<file path="src/rtl/note_player_pkg.sv">
// Shared types and widths for the note player: FSM encoding, bus widths, rest code.
// Pure declarations; no timing or flow control of its own.
package note_player_pkg;

    localparam int NOTE_W  = 6;
    localparam int DUR_W   = 6;
    localparam int PHASE_W = 22;
    localparam int STEP_W  = 20;
    localparam int ADDR_W  = 10;

    localparam logic [NOTE_W-1:0] NOTE_REST = '0;

    typedef enum logic [1:0] {
        IDLE    = 2'd0,
        PLAYING = 2'd1,
        DONE    = 2'd2
    } state_t;

    function automatic logic [PHASE_W-1:0] extend_step(input logic [STEP_W-1:0] s);
        return {{(PHASE_W - STEP_W){1'b0}}, s};
    endfunction

endpackage

</file>
<file path="src/rtl/note_player_frequency_rom.sv">
// Note index to phase step (Hz * 2^22 / 48 kHz, A0 = note 1, A4 = note 49); combinational.
// Zero latency, no flow control; entry 0 is the rest and yields a zero step.
module frequency_rom
    import note_player_pkg::*;
(
    input  logic [NOTE_W-1:0] note,
    output logic [STEP_W-1:0] step
);

    always_comb begin
        step = '0;
        case (note)
            6'd0:  step = 20'd0;
            6'd1:  step = 20'd2403;
            6'd2:  step = 20'd2546;
            6'd3:  step = 20'd2697;
            6'd4:  step = 20'd2858;
            6'd5:  step = 20'd3028;
            6'd6:  step = 20'd3208;
            6'd7:  step = 20'd3398;
            6'd8:  step = 20'd3600;
            6'd9:  step = 20'd3815;
            6'd10: step = 20'd4041;
            6'd11: step = 20'd4282;
            6'd12: step = 20'd4536;
            6'd13: step = 20'd4806;
            6'd14: step = 20'd5092;
            6'd15: step = 20'd5394;
            6'd16: step = 20'd5716;
            6'd17: step = 20'd6056;
            6'd18: step = 20'd6416;
            6'd19: step = 20'd6796;
            6'd20: step = 20'd7200;
            6'd21: step = 20'd7630;
            // each octave above is an exact doubling of the one below
            6'd22: step = 20'd8082;
            6'd23: step = 20'd8564;
            6'd24: step = 20'd9072;
            6'd25: step = 20'd9612;
            6'd26: step = 20'd10184;
            6'd27: step = 20'd10788;
            6'd28: step = 20'd11432;
            6'd29: step = 20'd12112;
            6'd30: step = 20'd12832;
            6'd31: step = 20'd13592;
            6'd32: step = 20'd14400;
            6'd33: step = 20'd15260;
            6'd34: step = 20'd16164;
            6'd35: step = 20'd17128;
            6'd36: step = 20'd18144;
            6'd37: step = 20'd19224;
            6'd38: step = 20'd20368;
            6'd39: step = 20'd21576;
            6'd40: step = 20'd22864;
            6'd41: step = 20'd24224;
            6'd42: step = 20'd25664;
            6'd43: step = 20'd27184;
            6'd44: step = 20'd28800;
            6'd45: step = 20'd30520;
            6'd46: step = 20'd32328;
            6'd47: step = 20'd34256;
            6'd48: step = 20'd36288;
            6'd49: step = 20'd38448;
            6'd50: step = 20'd40736;
            6'd51: step = 20'd43152;
            6'd52: step = 20'd45728;
            6'd53: step = 20'd48448;
            6'd54: step = 20'd51328;
            6'd55: step = 20'd54368;
            6'd56: step = 20'd57600;
            6'd57: step = 20'd61040;
            6'd58: step = 20'd64656;
            6'd59: step = 20'd68512;
            6'd60: step = 20'd72576;
            6'd61: step = 20'd76896;
            6'd62: step = 20'd81472;
            6'd63: step = 20'd86304;
            default: step = '0;
        endcase
    end

endmodule

</file>
<file path="src/rtl/note_player.sv">
// Plays one note: counts beats down to note_done, steps a wave-table phase per sample tick.
// note_done 1 cycle after the expiring beat, new_sample_ready 1 cycle after the tick; pause freezes all counting.
module note_player
    import note_player_pkg::*;
(
    input  logic              clk,
    input  logic              reset,
    input  logic              play_enable,
    input  logic [NOTE_W-1:0] note,
    input  logic [DUR_W-1:0]  duration,
    input  logic              load_new_note,
    input  logic              beat,
    input  logic              generate_next_sample,
    output logic              note_done,
    output logic [ADDR_W-1:0] sample_addr,
    output logic              new_sample_ready
);

    state_t              state, state_nxt;
    logic [DUR_W-1:0]    beat_cnt, beat_cnt_nxt;
    logic [NOTE_W-1:0]   note_q;
    logic [DUR_W-1:0]    dur_q;
    logic [PHASE_W-1:0]  phase, phase_nxt;
    logic [STEP_W-1:0]   step;
    logic                run;
    logic                expire;

    frequency_rom u_rom (
        .note (note_q),
        .step (step)
    );

    assign run    = (state == PLAYING) && play_enable;
    // a latched zero length can never count down, so treat it as already expired
    assign expire = (beat_cnt <= DUR_W'(1)) || (dur_q == '0);

    always_ff @(posedge clk or negedge reset) begin
        if (!reset) begin
            state <= IDLE;
        end else begin
            state <= state_nxt;
        end
    end

    always_comb begin
        state_nxt    = state;
        beat_cnt_nxt = beat_cnt;
        phase_nxt    = phase;
        if (load_new_note) begin
            // a load overrides any coincident beat and restarts the note
            state_nxt    = (duration == '0) ? DONE : PLAYING;
            beat_cnt_nxt = duration;
            phase_nxt    = '0;
        end else begin
            case (state)
                IDLE: state_nxt = IDLE;
                PLAYING: begin
                    if (play_enable && beat) begin
                        if (expire) begin
                            state_nxt    = DONE;
                            beat_cnt_nxt = '0;
                        end else begin
                            beat_cnt_nxt = beat_cnt - DUR_W'(1);
                        end
                    end
                end
                DONE:    state_nxt = IDLE;
                default: state_nxt = IDLE;
            endcase
            if (note_q == NOTE_REST) begin
                phase_nxt = '0;
            end else if (run && generate_next_sample) begin
                phase_nxt = phase + extend_step(step);
            end
        end
    end

    always_ff @(posedge clk or negedge reset) begin
        if (!reset) begin
            beat_cnt         <= '0;
            note_q           <= '0;
            dur_q            <= '0;
            phase            <= '0;
            new_sample_ready <= 1'b0;
        end else begin
            beat_cnt         <= beat_cnt_nxt;
            phase            <= phase_nxt;
            // rests still tick the sample path so downstream timing is unchanged
            new_sample_ready <= run && generate_next_sample;
            if (load_new_note) begin
                note_q <= note;
                dur_q  <= duration;
            end
        end
    end

    assign note_done   = (state == DONE);
    assign sample_addr = phase[PHASE_W-1 -: ADDR_W];

endmodule

</file>
<file path="config.mk">
export PLATFORM = sky130hd
export DESIGN_NAME = note_player
export DESIGN_NICKNAME = d
export VERILOG_FILES = /design/src/rtl/note_player_pkg.sv /design/src/rtl/note_player_frequency_rom.sv /design/src/rtl/note_player.sv
export SDC_FILE = /design/constraint.sdc
export NUM_CORES = 1
export LEC_CHECK = 0
export BUFFER_PORTS_ARGS = -buffer_cell sky130_fd_sc_hd__buf_2
export CAP_MARGIN = 20
export CORE_MARGIN = 3
export CORE_UTILIZATION = 40
export CTS_BUF_LIST = sky130_fd_sc_hd__clkbuf_8
export CTS_CLUSTER_DIAMETER = 100
export DETAILED_ROUTE_END_ITERATION = 10
export PLACE_DENSITY = 0.6
export SLEW_MARGIN = 20
export SYNTH_ARGS = -nofsm -noshare
export SYNTH_HDL_FRONTEND = slang
export SYNTH_SLANG_ARGS = --single-unit
</file>
<file path="constraint.sdc">
create_clock -name clk -period 4.1 [get_ports clk]
set_input_delay 1.025 -clock clk [delete_from_list [all_inputs] [get_ports clk]]
set_output_delay 1.025 -clock clk [all_outputs]
set_load 0.01 [all_outputs]
</file>
==> flow_metrics.tcl <==
set metrics [dict create \
    status "finished, final reports clean" \
    whs_ns 0.515 \
    reg2reg_from "note_q[2]" \
    r2r_cells 10 \
    setup_viol 0 \
    yosys.area_share.simple_pct 21.3 \
    layout_common_cells "nand2_1, nor2_1, o21ai_0" \
    antenna_left 0 \
    start_util_pct 42.3 \
    avgRoutedWirePerCell_um 16.4 \
    yosys.area_share.xor_xnor_pct 2.89 \
    fin_cells 686 \
    clock.fmax_mhz 261 \
    synth_nets 599 \
    synth_cell_types 66 \
    end_kind "flip-flop" \
    crit_chain "clkinvlp_4 > ha_1 > mux2_2 > mux4_2 > ha_1 > a21oi_1 > nand2_1 > o211ai_1 > a41oi_1 > a311o_1" \
    crit_fanout 16 \
    chipWidth_um 109 \
    r2r_end "phase[15]" \
    vias 4024 \
    mostFrequentLayoutCell "nand2_1" \
    drc 0 \
    hold_depth 2 \
    synth_mux_area_share_pct 7.69 \
    crit_type "reg -> reg" \
    synthArstFlopShare_pct 100 \
    slew_violations 0 \
    antenna_found_initial 0 \
    worst_slew_pin_slew_ns 0.720 \
    hold_start "phase[11]" \
    pre_cts_slack_ns 0.233 \
    endpoint "phase[15]" \
    fin_skew_ns 0.0120 \
    clockRootBuffer "clkbuf_8" \
    max_stage_delay_ns 0.68 \
    ys_ff_latch 43 \
    setup_tns_ns 0 \
    yosysSeqAreaShare_pct 25.3 \
    grt_usage_pct 19.2 \
    grt_overflow 0 \
    p_leak_uw 0.00200 \
    p_total_uw 1520 \
    dr.pass1.iters 5 \
    slew_headroom_pct 51.8 \
    viasPerCell 5.87 \
    core_area_um2 10000 \
    cts-htree-levels 2 \
    syn_inst 548 \
    syn_area_um2 4250 \
    synth_compound_area_share_pct 25.4 \
    drive_above_1_share_pct 14.6 \
    reg2reg_setup_slack_ns 0.27 \
    antennaDiodeCount 0 \
    hold_class "reg -> reg" \
    synthFlopType "dfrtp_1" \
    path_common_cell "ha_1" \
    gp_congestion 0.912 \
    clockBufferDepth 2 \
    synth_top_family_by_area "compound AO/OA/AOI/OAI gates" \
    routed_wl_um 11200 \
    clk_pin_slew_ns 0.10 \
    drv_cap 0 \
    required_ns 4.30 \
    finalHoldViolCount 0 \
    cp_data_arrival_time_ns 4.03 \
    nets 603 \
    setup.worst_path.start_class "flip-flop" \
    numCtsBuffers 5 \
    grt_setup_unrepaired "false" \
    irDropWorstVdd_v 0.000147 \
    rows 36 \
    holdBufCountCts 0 \
    dp_cells 678 \
    avgSynthCellArea_um2 7.75 \
    post_cts_buffers 0 \
    dieHeight_um 109 \
    power_density_nw_per_um2 329 \
    clk-insertion-delay-late_ns 0.31 \
    crit_path_top_delay_cell "dfrtp_1" \
    period_share_pct 93.5 \
    synthAdderAreaFrac_pct 9.89 \
    io_buffers 29 \
    grt_pass1_vias 3660 \
    io_pins 30 \
    clock-sinks 43 \
    yosysWarnings 0 \
    critPathLaunch "note_q[2]" \
    fin_ws_ns 0.268 \
    cts_tree "done" \
    synth_edf_count 0 \
    hpwl_um 8310 \
    grt_pass1_wl_um 18500 \
    syn_to_final_growth_pct 8.72 \
    grt_max_degree 62 \
    period_needed_ns 3.83 \
    dieArea_um2 11900 \
    drt_iter0_drc 294 \
]
==> Yosys cell counts (6+ instances only) <==
| cell | count | share of area, % |
|---|---|---|
| nand3_1 | 16 | 1.9 |
| o21ai_0 | 48 | 5.7 |
| buf_4 | 10 | 1.8 |
| mux2_2 | 9 | 2.4 |
| a31oi_1 | 9 | 1.3 |
| ha_1 | 32 | 9.4 |
| nand2_1 | 62 | 5.5 |
| clkbuf_1 | 20 | 1.8 |
| nor2b_1 | 8 | 1.2 |
| a21oi_1 | 46 | 5.4 |
| xnor2_1 | 9 | 1.9 |
| buf_1 | 7 | 0.62 |
| nor2_1 | 49 | 4.3 |
| mux4_2 | 6 | 3.2 |
| dfrtp_1 | 43 | 25 |
| nor3_1 | 16 | 1.9 |
| o211ai_1 | 9 | 1.6 |
| mux2i_1 | 9 | 2.1 |
| a211oi_1 | 10 | 1.8 |
| buf_2 | 6 | 0.71 |
| inv_1 | 23 | 2.0 |
==> worst max-delay path: cells and delay by family, from the launching register on <==
| family | cells | cell delay [ns] |
|---|---|---|
| AOI/OAI and AO/OA | 4 | 1.21 |
| muxes | 2 | 0.75 |
| DFF | 1 | 0.68 |
| adders and majority gates | 2 | 0.63 |
| buffers and inverters | 1 | 0.37 |
| and+or+nand+nor | 1 | 0.07 |
==> state kept, by name, indices dropped and copies added, names as in the netlist <==
name / flops
note_q: 6
new_sample_ready: 1
dur_q: 6
state: 2
phase: 22
beat_cnt: 6
==> cells by family (layout without fill, tap and decap cells) <==
group / Yosys count / after routing
AOI/OAI and AO/OA: 171 / 171
xor gates and xnor gates: 14 / 14
adders and majority gates: 33 / 33
buffers and inverters: 72 / 77
DFF: 43 / 43
muxes: 24 / 24
and+or+nand+nor: 191 / 191
==> worst min path at each step <==
stage / slack (ns) / end
after detailed placement: 0.50 / dur_q[2]
after floorplan: 0.47 / phase[8]
final: 0.51 / phase[11]
after CTS: 0.52 / dur_q[2]
after global placement: 0.49 / dur_q[3]
after global routing: 0.53 / dur_q[0]
==> routing by layer <==
layer | routed length [um] | vias to the layer above | part of all wire [%] | GRT usage, %
met3 | 605 | 9 | 5.4 | 2.31
met2 | 5200 | 115 | 46 | 30.7
met4 | 84 | 0 | 0.75 | 3.79
li1 | - | 1989 | - | -
met5 | 0 | - | 0 | 0
met1 | 5350 | 1911 | 48 | 28.0
==> per-stage QoR <==
stage	area [um^2]	utilization, %
2_1_floorplan	4250	-
3_3_place_gp	4470	44.5
3_5_place_dp	4470	44.5
4_1_cts	4590	45.7
5_1_grt	4620	46.0
6_report	4620	46.0
==> final cells by class <==
class,instances,area (um^2)
timing repair buffer,43,278
sequential,43,1080
clock inverter,2,38.8
inverter,26,101
multi-input combinational,433,2880
clock buffer,6,82.6
fill,984,5430
tap,133,166
==> report_power, final <==
group	leakage (uW)	total, uW	switching, uW	internal (uW)
logic	0.00139	641	386	255
registers	0.000549	507	47.3	460
clock network	0.0000618	371	170	201
total	0.00200	1520	603	916
==> what timing repair did <==
item                                   in CTS  in global routing
endpoints found under the hold margin       0                  0
gates resized for setup                     0                  8
setup endpoints to repair                   0                  7
(Power assumes the default switching activity.)
